--- src/rtl/fir_result_collector.sv ---
// Result collector for the FIR accelerator: buffers valid MAC results in a FWFT FIFO,
// drains them over valid/ready, and tracks overflow, dropped words and peak magnitude.
module fir_result_collector #(
    parameter int DATA_WIDTH = 16,
    parameter int DEPTH      = 8,
    parameter int DROP_WIDTH = 8
) (
    input  logic                           clk,
    input  logic                           rst,
    input  logic signed [DATA_WIDTH-1:0]   macResult,
    input  logic                           resultIsValid,
    input  logic                           clearStats,
    output logic signed [DATA_WIDTH-1:0]   outData,
    output logic                           outValid,
    input  logic                           outReady,
    output logic [$clog2(DEPTH+1)-1:0]     level,
    output logic                           overflow,
    output logic [DROP_WIDTH-1:0]          dropCount,
    output logic [DATA_WIDTH-1:0]          peakMag
);

    localparam int PTR_W = $clog2(DEPTH);
    localparam int LVL_W = $clog2(DEPTH+1);

    localparam logic signed [DATA_WIDTH-1:0] MOST_NEG = {1'b1, {(DATA_WIDTH-1){1'b0}}};
    localparam logic        [DATA_WIDTH-1:0] MAX_POS  = {1'b0, {(DATA_WIDTH-1){1'b1}}};

    logic signed [DATA_WIDTH-1:0] mem_q [DEPTH];

    logic [PTR_W-1:0]      wrPtr_q, wrPtr_d;
    logic [PTR_W-1:0]      rdPtr_q, rdPtr_d;
    logic [LVL_W-1:0]      level_q, level_d;
    logic                  overflow_q, overflow_d;
    logic [DROP_WIDTH-1:0] dropCount_q, dropCount_d;
    logic [DATA_WIDTH-1:0] peakMag_q, peakMag_d;

    logic                  full;
    logic                  pop;
    logic                  push;
    logic                  drop;
    logic [DATA_WIDTH-1:0] resultMag;

    // A pop frees the slot in the same cycle, so a full FIFO can still accept a push.
    always_comb begin
        full = (level_q == LVL_W'(DEPTH));
        pop  = outValid & outReady;
        push = resultIsValid & (~full | pop);
        drop = resultIsValid & full & ~pop;
    end

    // Magnitude saturates so the most-negative input still fits in DATA_WIDTH bits.
    always_comb begin
        if (macResult == MOST_NEG) begin
            resultMag = MAX_POS;
        end else if (macResult[DATA_WIDTH-1]) begin
            resultMag = DATA_WIDTH'(-macResult);
        end else begin
            resultMag = DATA_WIDTH'(macResult);
        end
    end

    always_comb begin
        wrPtr_d = wrPtr_q;
        rdPtr_d = rdPtr_q;
        level_d = level_q;

        if (push) begin
            wrPtr_d = wrPtr_q + PTR_W'(1);
        end
        if (pop) begin
            rdPtr_d = rdPtr_q + PTR_W'(1);
        end
        if (push && !pop) begin
            level_d = level_q + LVL_W'(1);
        end else if (pop && !push) begin
            level_d = level_q - LVL_W'(1);
        end
    end

    // Clear is applied first so a same-cycle drop or push still lands in the statistics.
    always_comb begin
        overflow_d  = clearStats ? 1'b0 : overflow_q;
        dropCount_d = clearStats ? '0   : dropCount_q;
        peakMag_d   = clearStats ? '0   : peakMag_q;

        if (drop) begin
            overflow_d = 1'b1;
            if (dropCount_d != {DROP_WIDTH{1'b1}}) begin
                dropCount_d = dropCount_d + DROP_WIDTH'(1);
            end
        end
        if (push && (resultMag > peakMag_d)) begin
            peakMag_d = resultMag;
        end
    end

    always_ff @(posedge clk or posedge rst) begin
        if (rst) begin
            wrPtr_q     <= '0;
            rdPtr_q     <= '0;
            level_q     <= '0;
            overflow_q  <= 1'b0;
            dropCount_q <= '0;
            peakMag_q   <= '0;
        end else begin
            wrPtr_q     <= wrPtr_d;
            rdPtr_q     <= rdPtr_d;
            level_q     <= level_d;
            overflow_q  <= overflow_d;
            dropCount_q <= dropCount_d;
            peakMag_q   <= peakMag_d;
        end
    end

    // Storage needs no reset: an entry is only visible once level covers it.
    always_ff @(posedge clk) begin
        if (push) begin
            mem_q[wrPtr_q] <= macResult;
        end
    end

    always_comb begin
        outValid  = (level_q != '0);
        outData   = outValid ? mem_q[rdPtr_q] : '0;
        level     = level_q;
        overflow  = overflow_q;
        dropCount = dropCount_q;
        peakMag   = peakMag_q;
    end

endmodule
--- config.mk ---
export PLATFORM = sky130hd
export DESIGN_NAME = fir_result_collector
export DESIGN_NICKNAME = d
export VERILOG_FILES = /design/src/rtl/fir_result_collector.sv
export SDC_FILE = /design/constraint.sdc
export NUM_CORES = 1
export LEC_CHECK = 0
export CORE_MARGIN = 1.5
export CORE_UTILIZATION = 50
export CTS_BUF_LIST = sky130_fd_sc_hd__clkbuf_2 sky130_fd_sc_hd__clkbuf_4 sky130_fd_sc_hd__clkbuf_8
export CTS_CLUSTER_DIAMETER = 60
export DETAILED_ROUTE_END_ITERATION = 6
export GPL_ROUTABILITY_DRIVEN = 0
export PLACE_DENSITY = 0.82
export SLEW_MARGIN = 20
export SYNTH_ARGS = -nofsm -noshare
export SYNTH_HDL_FRONTEND = slang
export SYNTH_SLANG_ARGS = --single-unit
--- constraint.sdc ---
create_clock -name clk -period 3.6 [get_ports clk]
set_input_delay 0.54 -clock clk [delete_from_list [all_inputs] [get_ports clk]]
set_output_delay 0.54 -clock clk [all_outputs]
set_load 0.05 [all_outputs]
== Word-level counts from Yosys, hierarchy flattened ==
Memories as Yosys holds them, arrays and structs flattened.
Cells that the tools add are included.
W data, S select, Z words.

* Output and inout bits: 46
* Register bits: 35
* Logic and storage cells: 46
* Latch bits: 0
* Memories kept: 1
* Bits in writable memories: 128
* Bits in read-only memories: 0
* Input bits: 21

{| class="wikitable"
|+ Memory list
! memory !! depth !! bits a word !! rd ports !! clocked after Yosys merged registers in !! wr ports !! line !! text
|-
| mem_q || 8 || 16 || 1 || 0 || 1 || 28 || <nowiki>logic signed [DATA_WIDTH-1:0] mem_q [DEPTH];</nowiki>
|}

* Multipliers: 0
* Bitwise operators: 7
* Add/subtract/negate cells: 6
* Reduce and logical (&&, ||, !) cells: 8
* Div/mod/pow operators: 0
* Equal/unequal tests: 3
* Order comparisons: 1
* Multiplexer cells: 14
* Shift-type cells: 0

{| class="wikitable"
|+ Operators with widths
! operator !! number
|-
| $mux W16 || 5
|-
| $mux W8 || 3
|-
| $eq A16 B16 Y1 const B || 1
|-
| $gt A16 B16 Y1 || 1
|-
| $neg A16 Y16 || 1
|-
| $add A8 B1 Y8 const B || 1
|-
| $mux W4 || 2
|-
| $ne A8 B8 Y1 const B || 1
|-
| $add A3 B1 Y3 const B || 2
|-
| $add A4 B1 Y4 const B || 1
|-
| $and A1 B1 Y1 || 4
|-
| $eq A4 B4 Y1 const B || 1
|-
| $mux W1 || 4
|-
| $reduce_bool A2 Y1 || 2
|-
| $reduce_bool A4 Y1 || 1
|-
| $sub A4 B1 Y4 const B || 1
|-
| $logic_and A1 B1 Y1 || 3
|-
| $logic_not A1 Y1 || 2
|-
| $not A1 Y1 || 2
|-
| $or A1 B1 Y1 || 1
|}

== Depth between registers and ports, before layout ==
Gate-level depths: netlist (run 1).

* Word-level depth: 8
* Gate-level depth with buffers: 15
* Gate-level depth less buffers: 13

== Least setup slack after synthesis (run 1) ==
No wires, ideal clock.

* Path type: in2reg
* Start: input port macResult[6]
* End: register peakMag_q[12] (netlist: peakMag[12])
* Data required time: 3475 ps
* Arrival: 3569 ps
* Buffers on the path: 1
* Stages: 10
* Path slack: -94 ps
* Library setup time: 125 ps
* Cells stage by stage: or4_4 > or4_4 > a211oi_2 > a31oi_1 > ha_1 > nand4_1 > a2111o_1 > a31oi_2 > buf_8 > mux2_2

* Cells in the longest elaborated chain, start to end: 6
* Elaborated cells on any way between the ends: 7
* Classes of those cells: 1 x add/sub; 1 x order compare; 1 x eq/ne; 3 x mux; 1 x reduce/logical

{| class="wikitable"
|+ Ends and longest elaborated chain
! item !! line !! text
|-
| start: declaration || 10 || <nowiki>input logic signed [DATA_WIDTH-1:0] macResult,</nowiki>
|-
| $neg A16 Y16 || 56 || <nowiki>resultMag = DATA_WIDTH'(-macResult);</nowiki>
|-
| $mux W16 || 55 || <nowiki>end else if (macResult[DATA_WIDTH-1]) begin</nowiki>
|-
| $mux W16 * || 53 || <nowiki>if (macResult == MOST_NEG) begin</nowiki>
|-
| $gt A16 B16 Y1 || 92 || <nowiki>if (push && (resultMag > peakMag_d)) begin</nowiki>
|-
| $logic_and A1 B1 Y1 || 92 ||
|-
| $mux W16 * || 92 ||
|-
| net peakMag_d[12] || 35 || <nowiki>logic [DATA_WIDTH-1:0] peakMag_q, peakMag_d;</nowiki>
|-
| end signal: assignment || 111 || <nowiki>peakMag_q <= peakMag_d;</nowiki>
|-
| end: declaration || 35 ||
|}

The timed path passes the listed nets; every way through them passes the cells marked *.
A chain may end at the register's enable or synchronous reset.

== Worst setup path in the final report (run 1) ==
* Start: input port macResult[7]
* End: register peakMag_q[3] (netlist: peakMag[3])

The elaborated chain is that of the path after synthesis.

==> metrics.md, run 1 <==
| Metric | Value |
|---|---|
| Die area | 15680 um2 |
| Routed vias/inst | 5.711 |
| Post-synth EDFFs | 128 |
| Area share of the largest cell type after synthesis | about half |
| Pins over their slew limit | 0 |
| CTS tree | built |
| Post-DP HPWL | 10620 um |
| Final Util | 65.09% |
| Nets | 684 |
| Clk sinks | 163 |
| Pint | ~4.1 mW |
| Initial antenna violation count | 0 |
| Syn. warnings | 0 |
| Hold crit path type | input port to asynchronous set/reset pin |
| Synthesis-to-finish area growth | 26.69% |
| Worst Setup End Kind | flop |
| Initial DRC count | 571 |
| Die Wd | approximately 130 um |
| Simple-gate portion of the synthesized area | 9.584% |
| Logic pwr share | 45.8% |
| Design Area, Final | between 9000 and 10000 um2 |
| Synth Area in Adders | 4.122% |
| Yosys top cell by area | edfxtp_1 |
| P_leak | ~3.6 nW |
| Worst path max stage delay | around 0.56 ns |
| Reg power frac | 37.6% |
| First-pass GRT wire length | about 26000 um |
| Asr flop ratio synth | 21.47% |
| WP data arrival | 3.91 ns |
| Most frequent cell after synthesis | edfxtp_1 |
| Clock Pin Slew Worst Setup and Hold Paths | 0.08 ns |
| Clock tree buffer depth | 2 |
| Synth area leaders | edfxtp_1, dfrtp_1, mux4_2 |
| Worst Setup Start Kind | input port |
| Critical Path Fanout Max | 7 |
| Synthesized cell area | 7467 um2 |
| DRC viols | 0 |
| Layout cells sized above 1 | a little under a third |
| Mapped Nets | 532 |
| Post-Place Cell Area | 8777 um2 |
| Skew final | between 0.01 and 0.015 ns |
| FMAX | 279.6 MHz |
| Worst slew pin tran | 0.5320 ns |
| Chip height | 125.2 um |
| Seq/Total Area, Yosys | 63.20% |
| Psw | approximately 2.6 mW |
| Synth Area in XOR/XNOR | 1.877% |
| # IOs | 67 |
| Starting density of the core | 51.38% |
| Count of state elements after synthesis | about 160 |
| Worst VDD drop | approximately 0.43 mV |
| Routed Antenna Nets | 0 |
| CTS root buf | clkbuf_8 |
| Required @ worst endpoint | slightly below 4 ns |
| Status | completed |
| Period utilization | 99.35% |
| Htree depth | 4 |
| Total global-route track usage | between 20% and 30% |
| Max Cap Violations | 0 |
| Clk pwr share | around 17% |
| PwrDens | 708.7 nW/um2 |
| Core Area | roughly 15000 um2 |
| Worst Hold Slack | a little under 0.5 ns |
| Distinct cells, synth | 53 |
| Vias in the first global route | 5097 |
| Hold buffers post-CTS | 0 |
| Worst path slowest cell | or4_1 |
| Slew HR | 64.42% |
| Syn Area/Cell | approximately 15 um2 |
| Most used DFF post-synth | edfxtp_1 |
| CTS Buf Count | 17 |
| Largest net degree at the start of global routing | 36 |
| Largest family of logic cells by synthesized area | multiplexers |
| GRT overflow | 0 |
| Vias | 4769 |
| Switching share of total power | roughly two fifths |
| Post-synthesis mux area share | between 10% and 20% |
| Clk_lat worst skew | 0.45 ns |
| Wirelength per Cell | slightly above 20 um |
| Port bufs | 66 |
| Final setup vio count | 0 |
| Final Hold Fails | 0 |
| Commonest cells post-synth | edfxtp_1, dfrtp_1, mux4_2 |
| Compound-Gate Fraction of Synth Area | 4.055% |
| Routed wire length | 16890 um |
| Post-Syn Instances | slightly below 500 |
| Post-layout minimum cycle time | between 3 and 4 ns |
| First-pass iteration count of the detailed router | 4 |
| Worst-path cell chain | dlygate4sd2_1 > or4_4 > buf_6 > nor4_4 > buf_4 > a211oi_1 > a31oi_1 > ha_1 > nand4_1 > or4_1 > nand2_2 > a31oi_4 > buf_12 > mux2_4 |
| Rows | 44 |
| Antenna cell count | 0 |
| Critical path class | input port to flop |
## layout by cell type, fill, tap and decap left out, types with 9 or more instances in the layout
master / netlist / final
xnor2_1: 9 / 9
nor2b_1: 17 / 17
nor2_1: 28 / 28
ha_1: 23 / 22
clkdlybuf4s50_1: 0 / 52
edfxtp_1: 128 / 128
mux2i_1: 23 / 23
a21oi_1: 9 / 9
dfrtp_1: 35 / 34
inv_1: 24 / 23
buf_4: 0 / 78
clkbuf_8: 1 / 17
mux4_2: 32 / 32
nand2_1: 26 / 25
nand2b_1: 11 / 10
## layer usage
| metal | vias to the layer above | part of all wire (%) | wire length, um | global-route usage [%] |
|---|---|---|---|---|
| li1 | 2169 | - | - | - |
| met1 | 2374 | 41 | 6988 | 28.94 |
| met2 | 196 | 49 | 8355 | 36.42 |
| met4 | 0 | 1.8 | 304 | 7.955 |
| met5 | - | 0 | 0 | 0 |
| met3 | 30 | 7.4 | 1244 | 5.263 |
## worst max-delay path: cells and delay by family
family | cells | cell delay [ns]
adders and majority gates | 1 | 0.21
buffers and inverters | 4 | 0.80
AOI/OAI and AO/OA | 3 | 0.40
and+or+nand+nor | 5 | 1.64
muxes | 1 | 0.30
## cells by family (layout without fill, tap and decap cells)
logic type      Yosys count  count (layout)
compound gates           43              43
fa+ha+maj                24              24
flops                   163             163
xor+xnor                 16              16
buf+inv                  42             206
simple gates            132             132
mux                      67              67
## worst paths after layout
| check | endpoint | start | depth (start not counted) | slack, ns |
|---|---|---|---|---|
| min reg2reg | overflow | overflow | 2 | 0.53 |
| min | peakMag[9] | rst | 3 | 0.50 |
| min in group clk | mem_q[7][0] | macResult[0] | 2 | 0.51 |
| max | peakMag[3] | macResult[7] | 14 | 0.02 |
| max in group asynchronous | rdPtr_q[0] | rst | 3 | 2.77 |
| max reg2reg | level[3] | level[1] | 12 | 0.74 |
## state kept, by name, summed over array words and instances, names as in the netlist
name	flops
overflow	1
rdPtr_q	3
dropCount	8
mem_q	128
peakMag	16
wrPtr_q	3
level	4
## power groups by stage
stage,registers (mW),logic [mW],clock network (mW)
5_1_grt,2.55,3.27,1.21
4_1_cts,2.52,3.08,1.14
2_1_floorplan,2.71,1.88,0
3_5_place_dp,2.56,3.01,0
6_report,2.52,3.07,1.11
3_3_place_gp,2.54,2.95,0
## timing repair
item                                    in CTS  in global routing
endpoints found under the setup margin      16                 16
setup buffers                               17                  5
pin swaps                                    9                 13
gates cloned                                 1                  0
gates resized for setup                     21                 28
## final cells by class
type | instances | area, um2
clock buffer | 18 | 241.5
tap | 184 | 230.2
fill | 1012 | 5074
timing repair buffer | 151 | 1358
multi-input combinational | 282 | 2730
inverter | 24 | 90.09
sequential | 163 | 4721
clock inverter | 13 | 90.09
## through the flow
step                      worst slack [ns]  total power, mW  std cells  TNS [ns]
after detailed placement           -0.7800            5.569        781    -11.40
after global placement             -0.6899            5.484        781    -10.26
after CTS                        0.0003548            6.743        830         0
after floorplan                   0.003809            4.595        487         0
after global routing              -0.07362            7.028        835   -0.6577
final                              0.02352            6.704        835         0
No activity file was read; power rests on OpenSTA's default activity.
==> inputs of run 2 (changes only) <==
- CAP_MARGIN: default -> 20
==> results of run 2 <==
Same layout as run 1: the final DEF is identical, and so are final timing and power.
==> inputs of run 3 (changes only) <==
- CTS_CLUSTER_SIZE: default -> 10
==> results of run 3 <==
Same layout as run 1: the final DEF is identical, and so are final timing and power.
